### config.mk
export PLATFORM = sky130hd
export DESIGN_NAME = counter_ctrl_flat
export DESIGN_NICKNAME = d
export VERILOG_FILES = /design/src/rtl/counter_ctrl_if.sv /design/src/rtl/counter_ctrl.sv /design/src/flat_wrapper.sv
export SDC_FILE = /design/constraint.sdc
export NUM_CORES = 1
export LEC_CHECK = 0
export CORE_ASPECT_RATIO = 0.6
export CORE_UTILIZATION = 45
export CTS_CLUSTER_DIAMETER = 40
export CTS_CLUSTER_SIZE = 20
export DETAILED_ROUTE_END_ITERATION = 10
export GPL_ROUTABILITY_DRIVEN = 0
export GPL_TIMING_DRIVEN = 0
export PLACE_DENSITY = 0.72
export SLEW_MARGIN = 20
export SYNTH_ARGS = -nofsm -noshare
export SYNTH_HDL_FRONTEND = slang
export SYNTH_SLANG_ARGS = --single-unit
### constraint.sdc
create_clock -name clk -period 2.6 [get_ports clk]
set_clock_uncertainty 0.05 [all_clocks]
set_input_delay 0.52 -clock clk [delete_from_list [all_inputs] [get_ports clk]]
set_output_delay 0.52 -clock clk [all_outputs]
set_load 0.01 [all_outputs]
### src/rtl/counter_ctrl_if.sv
// counter_ctrl_if: host-side control bundle for counter_ctrl.
//   master : host/CSR front end; drives start/stop/hold/periodic/period and
//            observes count/busy/tick/done.
//   slave  : the counter controller itself.
// WIDTH must match the WIDTH of the counter_ctrl instance it connects to.
interface counter_ctrl_if #(
  parameter int WIDTH = 8
);
  logic             start;
  logic             stop;
  logic             hold;
  logic             periodic;
  logic [WIDTH-1:0] period;
  logic [WIDTH-1:0] count;
  logic             busy;
  logic             tick;
  logic             done;

  modport master (
    output start, stop, hold, periodic, period,
    input  count, busy, tick, done
  );

  modport slave (
    input  start, stop, hold, periodic, period,
    output count, busy, tick, done
  );
endinterface

### src/rtl/counter_ctrl.sv
// counter_ctrl: sequencing controller for an up/down counter.
//   A start latches the period P (0 means 2^WIDTH) and the mode. The count
//   then runs from its start value to its terminal value: 0..P-1 when
//   counting up, P-1..0 when counting down. The step taken at the terminal
//   value either reloads the count and pulses tick (periodic), or parks the
//   count and spends one DONE cycle with tick=done=1 (one-shot).
//
// Parameters:
//   WIDTH    counter/period width (>= 2)
//   DOWN     0 = count up, 1 = count down
//   PRESCALE clock cycles per count step (>= 1); used only when the
//            TIMER_PRESCALE_EN macro is defined
//
// Ports:
//   clk   rising-edge clock
//   rstn  asynchronous active-low reset
//   bus   counter_ctrl_if.slave
//           start    start request, honoured in IDLE/DONE
//           stop     abort, honoured in RUN (beats a simultaneous terminal)
//           hold     freezes counting (and the prescaler) while high in RUN
//           periodic 1 = auto-reload, 0 = one-shot; latched at start
//           period   count length, latched at start
//           count    current count value
//           busy     high while in RUN
//           tick     one-cycle pulse after the terminal step
//           done     one-cycle pulse when a one-shot run completes
//
// Optional feature (macro TIMER_PRESCALE_EN): a prescaler gates every step
// so each count value lasts PRESCALE step-eligible cycles.
//
// Every output comes straight from a flop.
module counter_ctrl #(
  parameter int WIDTH    = 8,
  parameter bit DOWN     = 1'b0,
  parameter int PRESCALE = 4
) (
  input  logic           clk,
  input  logic           rstn,
  counter_ctrl_if.slave  bus
);

  // Parameter sanity, resolved at elaboration.
  if (WIDTH < 2) begin : g_chk_width
    $error("counter_ctrl: WIDTH must be >= 2");
  end
  if (PRESCALE < 1) begin : g_chk_prescale
    $error("counter_ctrl: PRESCALE must be >= 1");
  end

  typedef enum logic [1:0] {
    S_IDLE = 2'd0,
    S_RUN  = 2'd1,
    S_DONE = 2'd2
  } state_t;

  state_t           state, state_nxt;
  logic [WIDTH-1:0] count_q, count_d;
  logic [WIDTH-1:0] per_q,   per_d;     // latched period
  logic             mode_q,  mode_d;    // latched periodic flag
  logic             busy_q,  busy_d;
  logic             tick_q,  tick_d;
  logic             done_q,  done_d;

  logic             accept;     // start honoured this cycle
  logic             eligible;   // RUN cycle with neither hold nor stop
  logic             step;       // counting actually advances
  logic [WIDTH-1:0] term_val;
  logic [WIDTH-1:0] reload_val;
  logic             term_step;

  assign accept   = (state != S_RUN) && bus.start;
  assign eligible = (state == S_RUN) && !bus.hold && !bus.stop;

`ifdef TIMER_PRESCALE_EN
  localparam int PW = (PRESCALE > 1) ? $clog2(PRESCALE) : 1;
  localparam logic [PW-1:0] PRE_LAST = PW'(PRESCALE - 1);

  logic [PW-1:0] pre_q, pre_d;

  // Only cycles that could step advance the prescaler, so hold freezes it
  // and each count value spans exactly PRESCALE eligible cycles.
  always_comb begin
    pre_d = pre_q;
    if (accept)
      pre_d = '0;
    else if (eligible)
      pre_d = (pre_q == PRE_LAST) ? '0 : pre_q + PW'(1);
  end

  always_ff @(posedge clk or negedge rstn) begin
    if (!rstn) pre_q <= '0;
    else       pre_q <= pre_d;
  end

  assign step = eligible && (pre_q == PRE_LAST);
`else
  assign step = eligible;
`endif

  // P=0 wraps to all-ones, which is exactly the 2^WIDTH-long range.
  assign reload_val = DOWN ? (per_q - WIDTH'(1)) : '0;
  assign term_val   = DOWN ? '0 : (per_q - WIDTH'(1));
  assign term_step  = step && (count_q == term_val);

  // ---------------- state register ----------------
  always_ff @(posedge clk or negedge rstn) begin
    if (!rstn) state <= S_IDLE;
    else       state <= state_nxt;
  end

  // ---------------- next-state logic ----------------
  // stop is folded into step (no step when stop is high), so a stop
  // coinciding with the terminal count aborts cleanly.
  always_comb begin
    state_nxt = state;
    unique case (state)
      S_IDLE: if (bus.start) state_nxt = S_RUN;
      S_RUN: begin
        if (bus.stop)                 state_nxt = S_IDLE;
        else if (term_step && !mode_q) state_nxt = S_DONE;
      end
      S_DONE: state_nxt = bus.start ? S_RUN : S_IDLE;
      default: state_nxt = S_IDLE;
    endcase
  end

  // ---------------- output / datapath next values ----------------
  always_comb begin
    count_d = count_q;
    per_d   = per_q;
    mode_d  = mode_q;
    tick_d  = 1'b0;
    done_d  = 1'b0;
    busy_d  = (state_nxt == S_RUN);
    if (accept) begin
      per_d   = bus.period;
      mode_d  = bus.periodic;
      count_d = DOWN ? (bus.period - WIDTH'(1)) : '0;
    end else if (term_step) begin
      // Terminal step never moves past the terminal value: it either
      // reloads or parks the count there for the DONE cycle.
      tick_d = 1'b1;
      if (mode_q) count_d = reload_val;
      else        done_d  = 1'b1;
    end else if (step) begin
      count_d = DOWN ? (count_q - WIDTH'(1)) : (count_q + WIDTH'(1));
    end
  end

  always_ff @(posedge clk or negedge rstn) begin
    if (!rstn) begin
      count_q <= '0;
      per_q   <= '0;
      mode_q  <= 1'b0;
      busy_q  <= 1'b0;
      tick_q  <= 1'b0;
      done_q  <= 1'b0;
    end else begin
      count_q <= count_d;
      per_q   <= per_d;
      mode_q  <= mode_d;
      busy_q  <= busy_d;
      tick_q  <= tick_d;
      done_q  <= done_d;
    end
  end

  assign bus.count = count_q;
  assign bus.busy  = busy_q;
  assign bus.tick  = tick_q;
  assign bus.done  = done_q;

endmodule

### src/flat_wrapper.sv
// flat-port wrapper written by rule: the top's interface ports become plain ports
module counter_ctrl_flat 
#(
  parameter int WIDTH    = 8,
  parameter bit DOWN     = 1'b0,
  parameter int PRESCALE = 4
)
  (clk, rstn, bus_start, bus_stop, bus_hold, bus_periodic, bus_period, bus_count, bus_busy, bus_tick, bus_done);
  counter_ctrl_if #(.WIDTH(WIDTH)) bus_i ();
  input  logic clk;
  input  logic rstn;
  input wire logic [$bits(bus_i.start)-1:0] bus_start;
  input wire logic [$bits(bus_i.stop)-1:0] bus_stop;
  input wire logic [$bits(bus_i.hold)-1:0] bus_hold;
  input wire logic [$bits(bus_i.periodic)-1:0] bus_periodic;
  input wire logic [$bits(bus_i.period)-1:0] bus_period;
  output wire logic [$bits(bus_i.count)-1:0] bus_count;
  output wire logic [$bits(bus_i.busy)-1:0] bus_busy;
  output wire logic [$bits(bus_i.tick)-1:0] bus_tick;
  output wire logic [$bits(bus_i.done)-1:0] bus_done;
  assign bus_i.start = bus_start;
  assign bus_i.stop = bus_stop;
  assign bus_i.hold = bus_hold;
  assign bus_i.periodic = bus_periodic;
  assign bus_i.period = bus_period;
  assign bus_count = bus_i.count;
  assign bus_busy = bus_i.busy;
  assign bus_tick = bus_i.tick;
  assign bus_done = bus_i.done;
  counter_ctrl #(.WIDTH(WIDTH), .DOWN(DOWN), .PRESCALE(PRESCALE)) u_core (.clk(clk), .rstn(rstn), .bus(bus_i));
endmodule
# [After elaboration in Yosys (flattened, before gate mapping)]
# Index checks and enable logic that the tools add are counted.
[totals] in_bits=14 output_inout_bits=11 reg_bits=22
[classes] n_addsub=2 n_reduce_logical=11 n_eq_ne=6 n_mux=14
[op_table] cell="$mux W8" count=4
[op_table] cell="$add A8 B1 Y8 const B" count=1
[op_table] cell="$eq A8 B8 Y1" count=1
[op_table] cell="$sub A8 B1 Y8 const B" count=1
[op_table] cell="$mux W1" count=6
[op_table] cell="$mux W2" count=3
[op_table] cell="$pmux W2 S3" count=1
[op_table] cell="$logic_and A1 B1 Y1" count=5
[op_table] cell="$eq A2 B1 Y1 const B" count=2
[op_table] cell="$logic_not A1 Y1" count=3
[op_table] cell="$ne A3 B1 Y1 const B" count=1
[op_table] cell="$reduce_bool A3 Y1" count=1
[op_table] cell="$eq A2 B2 Y1 const B" count=1
[op_table] cell="$logic_not A2 Y1" count=1
[op_table] cell="$ne A2 B1 Y1 const B" count=1
[op_table] cell="$reduce_and A2 Y1" count=1

# [Longest topological paths before layout]
# Gate-level depths: netlist of run 1.
[depth] word_depth=9 mapped_depth=9 mapped_depth_nobuf=8

# [Worst setup path before layout of run 1]
# No wires, ideal clock.
[synth_timing] kind="input to register" from="in bus_hold" to="reg u_core.count_q[2] (netlist: u_core.bus.count[2])" stages=8 setup_slack_ns=0.206 setup_time_ns=0.122 n_path_buf=2 required_time_ns=2.428 arrival_ns=2.222 path_cell_list="or4b_1 > clkbuf_1 > nor3_1 > o211ai_1 > a21o_1 > or2_0 > buf_2 > a32o_1"
[synth_via] elab_chain_cells=6 word_cells_on_any_way=9
[synth_lines] item="from (decl)" line_no="flat_wrapper.sv:14" rtl="input wire logic [$bits(bus_i.hold)-1:0] bus_hold;"
[synth_lines] item="$logic_not A1 Y1 (*)" line_no="counter_ctrl.sv:72" rtl="assign eligible = (state == S_RUN) && !bus.hold && !bus.stop;"
[synth_lines] item="$logic_and A1 B1 Y1 (*) (2 in series)" line_no="counter_ctrl.sv:72"
[synth_lines] item="$logic_and A1 B1 Y1" line_no="counter_ctrl.sv:103" rtl="assign term_step = step && (count_q == term_val);"
[synth_lines] item="$ne A3 B1 Y1 (no source line), or another cell as far along"
[synth_lines] item="$reduce_and A2 Y1 (no source line) or $mux W8 (tied branches)"
[synth_lines] item="to (signal assigned)" line_no="counter_ctrl.sv:159" rtl="count_q <= count_d;"
[synth_lines] item="to (decl)" line_no="counter_ctrl.sv:57" rtl="logic [WIDTH-1:0] count_q, count_d;"
# Mark *: on every way between the ends. The rest lies on a longest branch, timed or not.
# A chain may end at the register's enable or synchronous reset.

# [Final worst setup path of run 1]
[layout_timing] from="in bus_stop" to="reg u_core.count_q[4] (netlist: u_core.bus.count[4])"
[layout_via] elab_chain_cells=5 word_cells_on_any_way=8
[layout_lines] item="from (decl)" line_no="flat_wrapper.sv:13" rtl="input wire logic [$bits(bus_i.stop)-1:0] bus_stop;"
[layout_lines] item="$logic_not A1 Y1 (*)" line_no="counter_ctrl.sv:72"
[layout_lines] item="$logic_and A1 B1 Y1 (*)" line_no="counter_ctrl.sv:72"
[layout_lines] item="$logic_and A1 B1 Y1" line_no="counter_ctrl.sv:103"
[layout_lines] item="$ne A3 B1 Y1 (no source line), or another cell as far along"
[layout_lines] item="$reduce_and A2 Y1 (no source line) or $mux W8 (tied branches)"
# Marked as above.

==> results of run 1 <==
[path summary, 6_finish.rpt]
| kind | slack [ns] | start | end |
|---|---|---|---|
| max reg2reg | 0.07 | u_core.per_q[2]$_DFFE_PN0P_ | u_core.bus.count[4]$_DFFE_PN0P_ |
| min | 0.15 | rstn | u_core.bus.count[5]$_DFFE_PN0P_ |
| min reg2reg | 0.49 | u_core.per_q[7]$_DFFE_PN0P_ | u_core.per_q[7]$_DFFE_PN0P_ |
| max | 0.03 | bus_stop | u_core.bus.count[4]$_DFFE_PN0P_ |
| min in group clk | 0.49 | u_core.per_q[7]$_DFFE_PN0P_ | u_core.per_q[7]$_DFFE_PN0P_ |
| max in group asynchronous | 1.99 | rstn | u_core.per_q[0]$_DFFE_PN0P_ |
[synth_stat cells, drive strengths merged, types with 3 or more instances]
master   count  area (sq um)
o2bb2ai      3          26.3
clkbuf       4          15.0
o21ai        3          15.0
xor2         4          35.0
a21oi        3          18.8
nor2         7          26.3
xnor2        8          70.1
a32o         5          50.1
inv          5          18.8
dfrtp       22           551
mux2         9           101
and2         4          25.0
[area by class of cell]
class | count | area [sq um] | area share (%)
plain buffers | 3 | 12.5 | 0.756
inverters | 5 | 18.8 | 1.13
flip-flops and latches | 22 | 553 | 33.4
well taps | 32 | 40.0 | 2.42
repair buffers | 29 | 273 | 16.5
multi-input cells | 82 | 703 | 42.5
clock buffers | 4 | 55.1 | 3.33
[sequential cells by signal, indices dropped and copies added, names as in the netlist]
name,flops
u_core.bus.done,1
u_core.per_q,8
u_core.bus.tick,1
u_core.bus.count,8
u_core.state,2
u_core.bus.busy,1
u_core.mode_q,1
[kinds of logic (layout without fill, tap and decap cells)]
group	after synthesis	in the layout	synth area share (%)
flops	22	22	44.0
mux	9	9	8.09
fa+ha+maj	2	2	2.00
simple gates	34	34	16.6
xor+xnor	12	12	8.39
compound gates	25	25	17.9
buf+inv	10	41	3.10
[report_power, final]
group | leakage (nW) | switching (mW) | total (mW) | internal, mW
Clock | 0.0288 | 0.114 | 0.249 | 0.135
Combinational | 0.329 | 0.138 | 0.291 | 0.153
Sequential | 0.280 | 0.0576 | 0.443 | 0.386
[critical path, delay by kind of cell]
family,cells,cell delay (ns)
AND/OR/NAND/NOR,3,0.96
buffers and inverters,2,0.63
AO/OA/AOI/OAI,3,0.56
[through the flow]
stage                     worst slack, ns  setup TNS (ns)  total power, mW  instance area [sq um]
after floorplan                     0.206               0            0.607                   1250
after global placement             -0.430           -4.03            0.681                   1530
after detailed placement           -0.440           -4.29            0.698                   1530
after CTS                          0.0220               0            0.949                   1600
after global routing              -0.0185         -0.0759             1.05                   1660
final                              0.0313               0            0.984                   1660
[what timing repair did]
item,4_1_cts,5_1_grt
gates cloned,0,0
endpoints found under the setup margin,8,12
resized for setup,1,7
pin swaps,1,4
buffers inserted,1,4
[routing by layer]
metal  vias to the layer above  track usage [%]  part of all wire (%)  routed length [um]
met5                         -                0                     0                   0
met1                       505             27.3                    46                1300
met2                        45             31.2                    47                1320
met4                         0             6.00                  0.91                  26
li1                        493                -                     -                   -
met3                         5             6.41                   6.9                 195
==> reports/results.tsv, run 1 <==
stage	metric	value	unit
clock_network	CTS Buf Count	3	
clock_network	H-tree levels	1	
floorplan	FP Rows	14	
timing	Hold WS	0.152	ns
critical_path	Critical Path Max Stage Delay	0.56	ns
timing	Max Freq	0.389	GHz
synth	Avg Cell Area, Syn	11.0	sq um
clock_network	CTS Sinks	22	
critical_path	slowest CP cell	or4b_4	
floorplan	Die Ht	42.9	um
placement	dpl hpwl	1980	um
timing	part of the cycle the worst path needs	98.8	%
detailed_routing	vias per cell	5.92	
global_routing	first-pass GRT wire length	4600	um
placement	quantity of I/O buffers inserted on ports	24	
timing	final slew viol count	0	
clock_network	clock slew at reported path FFs	0.08	ns
global_routing	total track usage	20.2	%
global_routing	vias in the first global route	970	
timing	endpoints failing hold	0	
floorplan	CORE AREA	2570	sq um
power_and_ir_drop	Max VDD drop	313	uV
synth	Post-synth ARST share	100	%
power_and_ir_drop	Pleak	0.638	nW
cells_and_area	Area Growth Syn to Fin	32.2	%
clock_network	clk_lat worst skew	0.27	ns
detailed_routing	number of remaining DRC errors	0	
power_and_ir_drop	PD cells	594	nW/um^2
detailed_routing	DR vias	1048	
global_routing	initial antenna violation count	0	
critical_path	crit path capture type	flop	
synth	Synth cell types	43	
global_routing	Congestion Overflow GR	0	
cells_and_area	share of layout cells above drive strength 1	22.1	%
synth	Cell Area, Synth	1250	sq um
timing	Slew headroom	56.2	%
worst_hold_path	min-delay worst type	in2async	
status	outcome	finished clean	
detailed_routing	1st-iter DRT viols	79	
detailed_routing	routed len/inst	16.1	um
critical_path	Critical Path RT	2.71	ns
critical_path	Worst setup SP type	primary input	
critical_path	critical path cell sequence	clkdlybuf4s50_1 -> or4b_4 -> nor3_2 -> o211ai_1 -> a21o_1 -> or2_0 -> buf_2 -> a32o_1	
floorplan	die width	70.1	um
synth	Seq/Total Area, Yosys	44.0	%
placement	Cells after DPL	170	
clock_network	TritonCTS clock tree	done	
cells_and_area	FILL cells	196	
cells_and_area	fin util	64.3	%
global_routing	largest net degree at the start of global routing	23	
synth	syn_nets	130	
critical_path	worst r2r path cells	7	
timing	minimum clock period	2.57	ns
cells_and_area	fin nets	162	
clock_network	worst-case clock buffer depth	2	
floorplan	die area	3010	sq um
synth	Syn Inst Count	114	
floorplan	Initial Utilization	48.6	%
synth	Yosys reg bits	22	
clock_network	Root Buffer	clkbuf_8	
cells_and_area	fin cells	177	
critical_path	worst-path maximum fanout	6	
detailed_routing	WL final	2840	um
job	# Max-Cap Violations	0	
timing	Finish-stage setup viols	0	
synth	Post-synth EDFFs	0	
detailed_routing	remaining antenna violation count	0	
critical_path	Worst EP arrival	2.68	ns
cells_and_area	commonest non-fill, non-tap cell in the layout	clkdlybuf4s50_1	
floorplan	IO Count	25	
timing	Worst-Margin Slew	0.653	ns
detailed_routing	First-pass DRT Iterations	4	
synth	total number of yosys warnings	0	
cells_and_area	# diodes	0	
synth	top_reg_cell synth	dfrtp_1	
clock_network	Hold Buf Count CTS	0	
critical_path	Worst Setup Path Type	in2reg	
cells_and_area	most frequent cells in the layout	23 x clkdlybuf4s50_1, 20 x dfrtp_1, 9 x mux2_2	
No activity file was read; power rests on OpenSTA's default activity.
==> run 2, diff against run 1 <==
CORE_UTILIZATION = 50   (was 45)
PLACE_DENSITY = 0.78   (was 0.72)
SETUP_SLACK_MARGIN = 0.2   (was default)
==> reports/results.tsv, run 2 (same netlist as run 1, synthesis figures left out) <==
stage	metric	value	unit	change
global_routing	vias in the first global route	962		was 970
floorplan	die area	2720	sq um	was 3010 sq um
clock_network	Hold Buf Count CTS	0		unchanged
critical_path	Critical Path Max Stage Delay	0.43	ns	was 0.56 ns
detailed_routing	WL final	3290	um	was 2840 um
critical_path	critical path cell sequence	inv_2 -> ha_4 -> or3b_4 -> o31a_1 -> o211ai_1 -> a21o_1 -> o31ai_4 -> buf_6 -> a32o_1		was clkdlybuf4s50_1 -> or4b_4 -> nor3_2 -> o211ai_1 -> a21o_1 -> or2_0 -> buf_2 -> a32o_1
global_routing	first-pass GRT wire length	4840	um	was 4600 um
critical_path	R2R Setup Slk	0.11	ns	was 0.07 ns
cells_and_area	share of layout cells above drive strength 1	29.7	%	was 22.1%
floorplan	FP Rows	13		was 14
critical_path	R2R Path Start	u_core.per_q[0]$_DFFE_PN0P_		was u_core.per_q[2]$_DFFE_PN0P_
critical_path	reg2reg end	u_core.bus.count[2]$_DFFE_PN0P_		was u_core.bus.count[4]$_DFFE_PN0P_
global_routing	largest net degree at the start of global routing	23		unchanged
critical_path	slowest CP cell	dfrtp_1		was or4b_4
timing	part of the cycle the worst path needs	95.7	%	was 98.8%
placement	Cells after DPL	168		was 170
clock_network	H-tree levels	1		unchanged
detailed_routing	DR vias	1095		was 1048
job	# Max-Cap Violations	0		unchanged
critical_path	worst r2r path cells	9		was 7
floorplan	IO Count	25		unchanged
clock_network	clock slew at reported path FFs	0.08	ns	about the same
critical_path	Worst Setup Path Type	reg2reg		was in2reg
placement	dpl hpwl	1950	um	was 1980 um
clock_network	Root Buffer	clkbuf_8		unchanged
cells_and_area	commonest non-fill, non-tap cell in the layout	clkdlybuf4s50_1		unchanged
detailed_routing	vias per cell	5.92		about the same
clock_network	TritonCTS clock tree	done		unchanged
detailed_routing	number of remaining DRC errors	0		unchanged
timing	Max Freq	0.402	GHz	was 0.389 GHz
timing	minimum clock period	2.49	ns	was 2.57 ns
floorplan	Die Ht	40.8	um	was 42.9 um
global_routing	Congestion Overflow GR	0		unchanged
global_routing	total track usage	25.7	%	was 20.2%
placement	pre-CTS setup slack	-0.464	ns	was -0.440 ns
timing	Worst-Margin Slew	1.02	ns	was 0.653 ns
detailed_routing	remaining antenna violation count	0		unchanged
floorplan	CORE AREA	2260	sq um	was 2570 sq um
worst_hold_path	hold worst-path end	u_core.per_q[7]$_DFFE_PN0P_		
detailed_routing	routed len/inst	17.8	um	was 16.1 um
worst_hold_path	hold depth	1		
timing	Final WS setup	0.113	ns	was 0.0313 ns
clock_network	CTS Buf Count	3		unchanged
floorplan	Initial Utilization	55.4	%	was 48.6%
worst_hold_path	Hold Startpoint	u_core.per_q[7]$_DFFE_PN0P_		
clock_network	CTS Sinks	22		unchanged
clock_network	clk_lat worst skew	0.26	ns	was 0.27 ns
detailed_routing	First-pass DRT Iterations	4		unchanged
power_and_ir_drop	PD cells	593	nW/um^2	was 594 nW/um^2
timing	endpoints failing hold	0		unchanged
timing	Finish-stage setup viols	0		unchanged
timing	RSZ-0062 raised after global routing	yes		
cells_and_area	most frequent cells in the layout	22 x clkdlybuf4s50_1, 21 x dfrtp_1, 13 x buf_4		was 23 x clkdlybuf4s50_1, 20 x dfrtp_1, 9 x mux2_2
critical_path	crit path capture type	flop		unchanged
power_and_ir_drop	Pleak	0.730	nW	was 0.638 nW
cells_and_area	FILL cells	134		was 196
detailed_routing	1st-iter DRT viols	73		was 79
cells_and_area	fin nets	172		was 162
status	outcome	finished clean		unchanged
critical_path	Critical Path RT	2.71	ns	about the same
global_routing	initial antenna violation count	0		unchanged
timing	final slew viol count	0		unchanged
critical_path	Worst EP arrival	2.60	ns	was 2.68 ns
cells_and_area	fin cells	185		was 177
worst_hold_path	min-delay worst type	reg2reg		was in2async
critical_path	Worst setup SP type	flop		was primary input
power_and_ir_drop	Max VDD drop	566	uV	was 313 uV
cells_and_area	# diodes	0		unchanged
clock_network	worst-case clock buffer depth	2		unchanged
placement	quantity of I/O buffers inserted on ports	24		unchanged
cells_and_area	Area Growth Syn to Fin	45.1	%	was 32.2%
critical_path	worst-path maximum fanout	8		was 6
floorplan	die width	66.6	um	was 70.1 um
timing	Slew headroom	31.6	%	was 56.2%
==> run 2: cell count changes in the layout (fill, tap and decap cells not counted), sizes merged <==
| cell | before | now |
|---|---|---|
| clkdlybuf4s50 | 23 | 22 |
| clkbuf | 6 | 8 |
| dlygate4sd2 | 0 | 1 |
| clkdlybuf4s15 | 0 | 1 |
| buf | 7 | 14 |
==> run 2: where the power goes <==
| part | switching (mW) | internal (mW) | total [mW] | leakage [nW] |
|---|---|---|---|---|
| clock network | 0.116 | 0.135 | 0.251 | 0.0288 |
| logic | 0.190 | 0.199 | 0.389 | 0.421 |
| registers | 0.0519 | 0.385 | 0.437 | 0.281 |
| total | 0.358 | 0.719 | 1.08 | 0.730 |
==> run 2: through the flow <==
step                      setup TNS, ns  hold WS [ns]  utilization [%]  power (mW)  cell area, sq um
after floorplan                       0         0.174                -       0.607              1250
after global placement            -4.07         0.464             67.7       0.681              1530
after detailed placement          -4.60         0.475             67.7       0.695              1530
after CTS                             0         0.493             77.2        1.01              1750
after global routing                  0         0.524             80.4        1.13              1820
final                                 0         0.490             80.4        1.08              1820
==> run 2: per-layer routing <==
| metal | vias up | global-route usage (%) | share of wire (%) |
|---|---|---|---|
| met4 | 0 | 6.38 | 0.43 |
| met3 | 2 | 5.83 | 4.9 |
| met2 | 38 | 42.7 | 48 |
| li1 | 508 | - | - |
| met5 | - | 0 | 0 |
| met1 | 547 | 34.9 | 47 |
==> run 2: final cells by class <==
type	count	area (sq um)	area share [%]
multi-input cells	82	769	42.4
well taps	30	37.5	2.07
plain buffers	5	43.8	2.41
flip-flops and latches	22	552	30.4
repair buffers	37	340	18.7
inverters	5	18.8	1.03
clock buffers	4	55.1	3.03
==> run 2: worst max-delay path, delay by kind of cell, from the launching register on <==
family	cells	cell delay (ns)
AO/OA/AOI/OAI	5	1.10
adder cells (fa/ha/maj)	1	0.14
buffers and inverters	2	0.25
flip-flops	1	0.43
AND/OR/NAND/NOR	1	0.41
==> run 2: repair_timing <==
action | in CTS | in global routing
endpoints found under the hold margin | 0 | 0
buffers inserted | 9 | 4
endpoints found under the setup margin | 13 | 11
pin swaps | 8 | 3
resized for setup | 22 | 10
==> run 2: worst max-delay path by stage <==
stage                                 endpoint  cells past startpoint                   startpoint
2_1_floorplan  u_core.bus.count[2]$_DFFE_PN0P_                      8                     bus_hold
3_3_place_gp   u_core.bus.count[5]$_DFFE_PN0P_                      9                     bus_stop
5_1_grt        u_core.bus.count[2]$_DFFE_PN0P_                      9  u_core.per_q[0]$_DFFE_PN0P_
3_5_place_dp   u_core.bus.count[2]$_DFFE_PN0P_                      9                     bus_stop
6_report       u_core.bus.count[2]$_DFFE_PN0P_                      9  u_core.per_q[0]$_DFFE_PN0P_
4_1_cts              u_core.bus.busy$_DFF_PN0_                      6  u_core.per_q[5]$_DFFE_PN0P_
